$ cat src/rtl/eater_bus_ctrl_if.sv
// Request/strobe interface of the bus-transfer sequencer.
//   master : the sequencer itself (takes requests, drives strobes)
//   slave  : the decoder/register-file side (issues requests, observes strobes)
// Signals:
//   req_valid/req_ready      request handshake
//   req_src/req_dst/req_imm  transfer description (src==NREG selects the immediate)
//   oe/we                    one-hot register output / write enables
//   imm_oe/imm_out           immediate bus drive and its captured value
//   busy/err/err_clr         status, sticky error flag and its clear
interface eater_bus_ctrl_if #(
  parameter int NREG = 4,
  parameter int W    = 8
);
  localparam int SELW = $clog2(NREG + 1);

  logic            req_valid;
  logic            req_ready;
  logic [SELW-1:0] req_src;
  logic [SELW-1:0] req_dst;
  logic [W-1:0]    req_imm;
  logic [NREG-1:0] oe;
  logic [NREG-1:0] we;
  logic            imm_oe;
  logic [W-1:0]    imm_out;
  logic            busy;
  logic            err;
  logic            err_clr;

  modport master (
    input  req_valid, req_src, req_dst, req_imm, err_clr,
    output req_ready, oe, we, imm_oe, imm_out, busy, err
  );

  modport slave (
    output req_valid, req_src, req_dst, req_imm, err_clr,
    input  req_ready, oe, we, imm_oe, imm_out, busy, err
  );
endinterface

$ cat src/rtl/eater_bus_ctrl.sv
// Bus-transfer sequencer: moves one word per request from a source register
// (or an immediate) to a destination register, ordering the strobes so the
// bus settles before the write and is held one cycle after it.
// Ports:
//   clk    rising-edge clock
//   rst_n  asynchronous active-low reset
//   bus    eater_bus_ctrl_if.master (request handshake, oe/we/imm strobes, status)
// Sequence per legal transfer accepted at edge k:
//   DRIVE for SETTLE cycles (source enable only), WRITE for 1 cycle (we[dst]),
//   HOLD for 1 cycle (source enable only), then IDLE.
module eater_bus_ctrl #(
  parameter int NREG   = 4,
  parameter int W      = 8,
  parameter int SETTLE = 1
) (
  input  logic                 clk,
  input  logic                 rst_n,
  eater_bus_ctrl_if.master     bus
);
  localparam int SELW = $clog2(NREG + 1);
  localparam int CNTW = 3;

  typedef enum logic [1:0] {IDLE, DRIVE, WRITE, HOLD} state_e;

  state_e          state_q, state_d;
  logic [SELW-1:0] src_q, src_d;
  logic [SELW-1:0] dst_q, dst_d;
  logic [W-1:0]    imm_q, imm_d;
  logic [CNTW-1:0] cnt_q, cnt_d;
  logic [NREG-1:0] oe_q, oe_d;
  logic [NREG-1:0] we_q, we_d;
  logic            imm_oe_q, imm_oe_d;
  logic            busy_q, busy_d;
  logic            err_q, err_d;

  logic accept;
  logic illegal;

  assign accept  = bus.req_valid && (state_q == IDLE);

  // Equal indices are only illegal for two registers; src==dst==NREG is
  // already rejected by the destination range check.
  assign illegal = (bus.req_dst >= SELW'(NREG)) ||
                   (bus.req_src >  SELW'(NREG)) ||
                   (bus.req_src == bus.req_dst);

  always_comb begin
    // NOTE: every variable gets a default before the case so no path leaves
    // it unassigned; otherwise synthesis infers a latch.
    state_d = state_q;
    src_d   = src_q;
    dst_d   = dst_q;
    imm_d   = imm_q;
    cnt_d   = cnt_q;
    err_d   = err_q;

    // Clear first so a same-edge illegal accept below overrides it.
    if (bus.err_clr) err_d = 1'b0;

    unique case (state_q)
      IDLE: begin
        if (accept) begin
          src_d = bus.req_src;
          dst_d = bus.req_dst;
          imm_d = bus.req_imm;
          cnt_d = '0;
          if (illegal) err_d   = 1'b1;
          else         state_d = DRIVE;
        end
      end
      DRIVE: begin
        if (cnt_q == CNTW'(SETTLE - 1)) state_d = WRITE;
        else                            cnt_d   = cnt_q + CNTW'(1);
      end
      WRITE:   state_d = HOLD;
      HOLD:    state_d = IDLE;
      default: state_d = IDLE;
    endcase

    // Strobes are registered, so they are decoded from the next state and
    // the next captured indices; they then change exactly on the edge that
    // changes the state.
    oe_d     = '0;
    we_d     = '0;
    imm_oe_d = 1'b0;
    if (state_d != IDLE) begin
      imm_oe_d = (src_d == SELW'(NREG));
      for (int i = 0; i < NREG; i++) oe_d[i] = (src_d == SELW'(i));
    end
    if (state_d == WRITE) begin
      for (int i = 0; i < NREG; i++) we_d[i] = (dst_d == SELW'(i));
    end
    busy_d = (state_d != IDLE);
  end

  // NOTE: sequential state uses non-blocking assignments so every register
  // samples pre-edge values, independent of statement order.
  always_ff @(posedge clk or negedge rst_n) begin
    if (!rst_n) begin
      state_q  <= IDLE;
      src_q    <= '0;
      dst_q    <= '0;
      imm_q    <= '0;
      cnt_q    <= '0;
      oe_q     <= '0;
      we_q     <= '0;
      imm_oe_q <= 1'b0;
      busy_q   <= 1'b0;
      err_q    <= 1'b0;
    end else begin
      state_q  <= state_d;
      src_q    <= src_d;
      dst_q    <= dst_d;
      imm_q    <= imm_d;
      cnt_q    <= cnt_d;
      oe_q     <= oe_d;
      we_q     <= we_d;
      imm_oe_q <= imm_oe_d;
      busy_q   <= busy_d;
      err_q    <= err_d;
    end
  end

  assign bus.req_ready = (state_q == IDLE);
  assign bus.oe        = oe_q;
  assign bus.we        = we_q;
  assign bus.imm_oe    = imm_oe_q;
  assign bus.imm_out   = imm_q;
  assign bus.busy      = busy_q;
  assign bus.err       = err_q;
endmodule

$ cat src/flat_wrapper.sv
// flat-port wrapper written by rule: the top's interface ports become plain ports
module eater_bus_ctrl_flat 
#(
  parameter int NREG   = 4,
  parameter int W      = 8,
  parameter int SETTLE = 1
)
  (clk, rst_n, bus_req_valid, bus_req_src, bus_req_dst, bus_req_imm, bus_err_clr, bus_req_ready, bus_oe, bus_we, bus_imm_oe, bus_imm_out, bus_busy, bus_err);
  eater_bus_ctrl_if #(.NREG(NREG), .W(W)) bus_i ();
  input  logic clk;
  input  logic rst_n;
  input wire logic [$bits(bus_i.req_valid)-1:0] bus_req_valid;
  input wire logic [$bits(bus_i.req_src)-1:0] bus_req_src;
  input wire logic [$bits(bus_i.req_dst)-1:0] bus_req_dst;
  input wire logic [$bits(bus_i.req_imm)-1:0] bus_req_imm;
  input wire logic [$bits(bus_i.err_clr)-1:0] bus_err_clr;
  output wire logic [$bits(bus_i.req_ready)-1:0] bus_req_ready;
  output wire logic [$bits(bus_i.oe)-1:0] bus_oe;
  output wire logic [$bits(bus_i.we)-1:0] bus_we;
  output wire logic [$bits(bus_i.imm_oe)-1:0] bus_imm_oe;
  output wire logic [$bits(bus_i.imm_out)-1:0] bus_imm_out;
  output wire logic [$bits(bus_i.busy)-1:0] bus_busy;
  output wire logic [$bits(bus_i.err)-1:0] bus_err;
  assign bus_i.req_valid = bus_req_valid;
  assign bus_i.req_src = bus_req_src;
  assign bus_i.req_dst = bus_req_dst;
  assign bus_i.req_imm = bus_req_imm;
  assign bus_i.err_clr = bus_err_clr;
  assign bus_req_ready = bus_i.req_ready;
  assign bus_oe = bus_i.oe;
  assign bus_we = bus_i.we;
  assign bus_imm_oe = bus_i.imm_oe;
  assign bus_imm_out = bus_i.imm_out;
  assign bus_busy = bus_i.busy;
  assign bus_err = bus_i.err;
  eater_bus_ctrl #(.NREG(NREG), .W(W), .SETTLE(SETTLE)) u_core (.clk(clk), .rst_n(rst_n), .bus(bus_i));
endmodule
$ cat config.mk
export PLATFORM = sky130hd
export DESIGN_NAME = eater_bus_ctrl_flat
export DESIGN_NICKNAME = d
export VERILOG_FILES = /design/src/rtl/eater_bus_ctrl_if.sv /design/src/rtl/eater_bus_ctrl.sv /design/src/flat_wrapper.sv
export SDC_FILE = /design/constraint.sdc
export NUM_CORES = 1
export LEC_CHECK = 0
export ABC_AREA = 1
export CORE_MARGIN = 4
export CORE_UTILIZATION = 45
export DETAILED_ROUTE_END_ITERATION = 10
export PLACE_DENSITY = 0.86
export RECOVER_POWER = 100
export SYNTH_ARGS = -nofsm -noshare
export SYNTH_HDL_FRONTEND = slang
export SYNTH_SLANG_ARGS = --single-unit
$ cat constraint.sdc
create_clock -name clk -period 1.55 [get_ports clk]
set_input_delay 0.3875 -clock clk [delete_from_list [all_inputs] [get_ports clk]]
set_output_delay 0.3875 -clock clk [all_outputs]
set_load 0.05 [all_outputs]
==> results.md <==
* Critical path required time at 1.16 ns
* Drt total wl at 3190 um
* Crit path time final at 1.51 ns
* Core area at 2780 um^2
* Post-synthesis instance area at 1310 um^2
* Initial DRT Pass Iterations at 4
* Post-Layout Inst Area at 1800 um^2
* Depth of the worst hold-timing path at 2
* Setup crit end kind: output port
* Leak at 1.03 nW
* Vias per std cell at 4.87
* Reg clk slew, reported paths at 0.10 ns
* # DRC at 0
* GRT Resource Usage Total at 0.189
* TNS Setup at 0 ns
* Final hold vios at 0
* Post-DP HPWL at 2380 um
* RSZ-0062 raised after global routing: false
* Clock tree buffer depth at 2
* Initial antenna violation count at 0
* Worst Reg-to-Reg Cells at 6
* Vias in the first global route at 1227
* Slew Limit Fails at 0
* Worst-Margin Slew at 0.711 ns
* Hold WC Path Type: flip-flop to flip-flop
* Antenna-violating nets left at 0
* First-pass GRT wire length at 5130 um
* CTS tree: built
* Dpl cell area at 1990 um^2
* Endpoint, Worst Hold: u_core.bus.imm_out[5]
* FF-to-FF Start: u_core.state_q[1]
* Worst-Skew Late Latency at 0.33 ns
* CP Max Fanout at 4
* Register bit total from synthesis at 30
* WHS at 0.495 ns
* Clk root buf: clkbuf_4
* Layout cell share with drive strength beyond 1 at 0.250
* Max-Cap Viols at 0
* R2R Setup Slk at 0.08 ns
* DRT iter0 DRCs at 40
* Die width at 62.0 um
* Placer Congestion at 0.822
* F_max at 664 MHz
* Hold path startpoint: u_core.bus.imm_out[5]
* Largest net degree at the start of global routing at 31
* Tot Pwr at 3.85 mW
* Port Buffers at 37
* Outcome: completed
* Relative slew slack at 0.526
* Multi-input logic area at 435 um^2
* H-tree depth at 2
* Std-Cell Rows at 19
* Final period utilization at 0.971
* Worst R2R End: u_core.bus.we[1]
* Yosys top cell by area: dfrtp_1
* Unique masters post-synth at 20
* Syn avg cell area at 8.80 um^2
* I/O pins at 38
* Flip-flop and latch area at 751 um^2
* Final net count at 223
* Initial Util at 0.471
* WL/cell at 13.6 um
* Startpoint Class: flip-flop
* Die ar. at 3840 um^2
* Postcts setup bufs at 0
* Maximum vdd drop at 0.00158 V
* Crit Path Category: flip-flop to output port
* Vias at 1144
* Layout Utilization at 0.648
* Share of Yosys cell area claimed by the top area cell type at 0.573
* TritonCTS buffer count at 5
* Sequential share of the synthesized area at 0.573
* CTS Sinks at 30
* Die H at 62.0 um
* Cells after Synth at 149
* Antenna Cells at 0
* FILL cells at 221
* Syn nets at 169
* Yosys Warn Count at 0
* PwrDens at 2140 nW/um^2
* Area Growth Syn to Fin at 37.5%
* GR Overflow Total at 0
* Final setup vio count at 0
* Worst Path Arrival at 1.12 ns
* Top post-synthesis cells by area: dfrtp_1, nand2_1, inv_1, o21ai_2, nor2_1
* Worst clock skew at 0.0125 ns
==> layout make-up <==
type,instances,share of cell area
repair buffers,50,0.207
inverters,25,0.0520
well taps,31,0.0215
clock buffers,6,0.0285
flip-flops and latches,30,0.416
clock inverters,2,0.0333
multi-input cells,91,0.241
==> synth_stat cells <==
| cell | n |
|---|---|
| o21ai_1 | 2 |
| nand3_1 | 3 |
| inv_2 | 1 |
| xor2_1 | 1 |
| nor2_4 | 1 |
| or2_1 | 1 |
| nand2_1 | 54 |
| a21oi_1 | 4 |
| inv_1 | 24 |
| ha_1 | 2 |
| buf_6 | 2 |
| o21ai_0 | 3 |
| nor2_1 | 11 |
| nand2_4 | 1 |
| o211ai_2 | 1 |
| dfrtp_1 | 30 |
| buf_2 | 1 |
| o21ai_2 | 5 |
| nand3_2 | 1 |
| nor2_2 | 1 |
==> per-stage QoR <==
stage / std cells / worst slack [ns]
finish: 235 / 0.0447
CTS: 235 / 0.0307
global route: 235 / 0.00607
global placement: 227 / -0.0776
floorplan: 149 / 0.108
detailed placement: 227 / -0.216
==> layout by cell type (no fill, tap or decap) <==
cell type         n
clkbuf_8          1
dfrtp_1          30
a21oi_1           3
ha_1              2
nor2_4            1
nand3_2           1
inv_2             1
clkbuf_4          5
o21ai_1           4
nand2_1          54
nor2_2            1
dlygate4sd3_1     1
clkdlybuf4s50_1  16
nor2_1           11
or2_1             1
bufinv_16         2
clkbuf_2         23
xor2_1            1
o21ai_0           3
buf_4             9
o21ai_2           3
buf_12            1
a21oi_2           1
nand2_4           1
inv_1            24
o211ai_2          1
nand3_1           3
==> worst max-delay path by stage <==
stage,startpoint,end,cells past startpoint
2_1_floorplan,u_core.state_q[1],u_core.bus.we[0],6
3_3_place_gp,bus_req_dst[1],u_core.bus.imm_oe,8
3_5_place_dp,bus_req_dst[1],u_core.bus.imm_oe,8
4_1_cts,u_core.state_q[1],bus_req_ready,2
5_1_grt,u_core.state_q[1],bus_req_ready,2
6_report,u_core.state_q[1],bus_req_ready,2
==> cells by family (layout without fill, tap and decap cells) <==
group,Yosys count,after routing,synth area share
adders and majority gates,2,2,0.0191
xor gates and xnor gates,1,1,0.00668
AOI/OAI and AO/OA,15,15,0.0773
buffers and inverters,28,83,0.0926
and+or+nand+nor,73,73,0.232
DFF,30,30,0.573
==> report_power, final <==
part / total, mW / switching (mW) / internal, mW
Clock: 0.823 / 0.276 / 0.546
Sequential: 1.19 / 0.141 / 1.05
Combinational: 1.84 / 1.34 / 0.497
==> registers in the layout, summed over array words and instances (netlist names) <==
signal,cells
u_core.state_q,2
u_core.dst_q,3
u_core.bus.we,4
u_core.bus.err,1
u_core.bus.imm_out,8
u_core.src_q,3
u_core.bus.busy,1
u_core.bus.imm_oe,1
u_core.cnt_q,3
u_core.bus.oe,4
==> timing repair <==
action | CTS | global route
gates cloned | 0 | 0
hold buffers | 0 | 0
pin swaps | 0 | 1
setup endpoints to repair | 2 | 1
hold endpoints to repair | 0 | 0
gates resized for setup | 1 | 1
==> routing by layer <==
| metal | routed length [um] | GRT usage | vias up |
|---|---|---|---|
| li1 | - | - | 555 |
| met1 | 1170 | 0.190 | 546 |
| met2 | 1740 | 0.349 | 32 |
| met3 | 192 | 0.0579 | 11 |
| met4 | 82 | 0.0879 | 0 |
| met5 | 0 | 0 | - |
==> worst max-delay path, cell delays in order (launching register included) <==
cell and delay (ns):
dfrtp_1 0.46, nor2_4 0.17, buf_12 0.15
(Power assumes the default switching activity.)
==> RTL change: new RTL, same settings <==
The 4 states of `state_e` get a one-hot encoding in 4 bits.
--- a/src/rtl/eater_bus_ctrl.sv
+++ b/src/rtl/eater_bus_ctrl.sv
@@ -20,7 +20,7 @@
   localparam int SELW = $clog2(NREG + 1);
   localparam int CNTW = 3;
 
-  typedef enum logic [1:0] {IDLE, DRIVE, WRITE, HOLD} state_e;
+  typedef enum logic [3:0] {IDLE = 4'b0001, DRIVE = 4'b0010, WRITE = 4'b0100, HOLD = 4'b1000} state_e;
 
   state_e          state_q, state_d;
   logic [SELW-1:0] src_q, src_d;
Formal check against the unedited RTL: no difference found for any inputs over 10 cycles, from zero or initial values and one cycle with rst_n low; not proved beyond that.
==> RTL change against the unedited design <==
The run now ends with negative setup slack left; power is 2.4% higher; sequential cell count is 2 higher; clock power fell by 40%; worst setup slack got worse by 0.18 ns; first-iteration DRC count down 5.0%; cell count up 9.8%; non-clock buffer count is 12 higher; routed wire length increased by 2.2%; synthesized area rose by 5.4%; count of clock-buffer cells in the layout stayed put; cell area is 27% higher; critical path type unchanged; critical endpoint unchanged; largest cell class unchanged; highest routed layer unchanged.
==> RTL change: results (changes against the unedited design) <==
* Run status: finished, violations left
* Failing checks: negative setup slack
* Synth async-reset ratio: 100% (unchanged)
- GR Util met2: 30.1% (-4.8 points)
* Biggest area contributors in the synthesized netlist: sky130_fd_sc_hd__dfrtp_1 56%, sky130_fd_sc_hd__nand2_1 16%, sky130_fd_sc_hd__inv_1 5.7%
- The number of cells in the design after placement was 243 (+7.0%).
- The cell area after placement was 2120 sq um (+6.4%).
* Syn nets: 180 (+6.5%)
- The power in the clock group came to 0.494 mW (-40%).
- Depth of the CTS H-tree: 2 (unchanged)
- The power after layout was 3.95 mW (+2.4%).
- Filler Cells Inserted: 170 (-23%)
* Pin count of the biggest net entering global routing: 33 (+6.5%)
- The met3 routing resource usage after global routing was 4.80% (-0.99 points).
* Setup WS post-layout: -0.137 ns (-0.182 ns)
- The flip-flop count of the largest register after layout is 8 (unchanged).
* Leakage power total: 1.20 nW (+17%)
* Total negative slack for setup checks: -0.260 ns (-0.260 ns)
- Counting instances in the post-synthesis netlist gives the leading cell types as 59 x sky130_fd_sc_hd__nand2_1, 31 x sky130_fd_sc_hd__dfrtp_1, 21 x sky130_fd_sc_hd__inv_1, 12 x sky130_fd_sc_hd__nor2_1, 10 x sky130_fd_sc_hd__nand3_1.
- Final hold slack: 0.509 ns (+0.0136 ns)
- The number of setup buffers added after CTS was 4 (+4).
- The number of gates resized after cts was 8 (+7).
- Detailed Place HPWL: 2330 microns (-2.2%)
- Met1 Resource Use GR: 19.0% (-0.032 points)
- The number of max-cap violations is 0 (unchanged).
* First-pass GRT wire length: 5390 microns (+5.1%)
- The peak per-stage delay on the critical path came to 0.53 ns (+0.07 ns).
- The maximum fanout along the worst path came to 2 (-2).
- Final nets: 246 (+10%)
- The arrival time at the worst endpoint is 1.30 ns (+0.18 ns).
- The setup-violating endpoint count in the final report was 7 (+7).
- The detail-routed via count per cell came to 4.84 (-0.55%).
- Die ar.: 4020 sq um (+4.7%)
- The clock-pin slew on the worst setup and hold paths came to 0.10 ns (about the same).
- Switching part of the total power: 41.6% (-4.0 points)
* Total vias in the final route: 1249 (+9.2%)
- The worst hold path begins at u_core.dst_q[0].
- Aggregate routed wire length: 3260 microns (+2.2%)
- The worst clock skew on the final layout is 0.00241 ns (-0.0101 ns).
* Fraction of final layout cells sized beyond drive strength 1: 31.3% (+6.3 points)
* Worst VDD drop: 1.21 mV (-23%)
- The violation count after the first detailed-route iteration came to 38 (-5.0%).
* Slowest cell on crit path: sky130_fd_sc_hd__dfstp_2
- Post-Synthesis Cells: 160 (+7.4%)
- The sequential power was 1.24 mW (+4%).
- Type of the most critical hold path: register to register
- Setup Slack @ Placement: -0.195 ns (+0.0206 ns)
- Critical path origin: u_core.state_q[0]
- Routability cong.: 0.828 (+0.73%)
* Overall global routing resource usage: 17.7% (-1.2 points)
- Top FF cell, synth: sky130_fd_sc_hd__dfrtp_1
- Proportion of synthesized chip area in sequential cells: 58.0% (+0.76 points)
- The setup slack of the worst register-to-register path was -0.04 ns (-0.12 ns).
- The transition time of the tightest slew-check pin is 0.762 ns (+0.0508 ns).
[RTL change: logic make-up after synthesis]
kind of cell | after synthesis | share of synthesized area [%]
compound gates | 14 | 6.79
xor+xnor | 1 | 0.634
fa+ha+maj | 2 | 1.81
buf+inv | 26 | 7.78
flops | 32 | 58.0
simple gates | 85 | 25.0
[RTL change: final cells by class]
cell class | instances | area [sq um] | share of cell area (%)
Tap cell | 31 | 38.8 | 1.69
Clock inverter | 2 | 10.0 | 0.437
Sequential cell | 32 | 802 | 35.0
Multi-Input combinational cell | 102 | 529 | 23.1
Inverter | 23 | 86.3 | 3.77
Clock buffer | 6 | 51.3 | 2.24
Timing Repair Buffer | 62 | 771 | 33.7
[RTL change: final timing paths]
path / end / cells past startpoint
max in group asynchronous: u_core.bus.oe[3] / 2
hold / removal: u_core.dst_q[0] / 2
min in group asynchronous: u_core.bus.we[3] / 2
setup / recovery: bus_req_ready / 5
hold reg to reg: u_core.dst_q[0] / 2
setup reg to reg: u_core.cnt_q[1] / 9
[RTL change: worst reg2reg max path, stage by stage, from the launching register on]
cell	delay [ns]
sky130_fd_sc_hd__dfstp_2	0.53
sky130_fd_sc_hd__inv_2	0.04
sky130_fd_sc_hd__nor2_4	0.10
sky130_fd_sc_hd__nand2_2	0.07
sky130_fd_sc_hd__buf_4	0.14
sky130_fd_sc_hd__buf_6	0.10
sky130_fd_sc_hd__buf_4	0.13
sky130_fd_sc_hd__o211ai_1	0.25
sky130_fd_sc_hd__nand2_1	0.10
sky130_fd_sc_hd__nand2_1	0.07
[RTL change: metal layers]
metal	up-vias	share of wire (%)
met5	-	0
met4	0	2.9
met3	10	5.1
met2	32	51
met1	580	41
li1	627	-
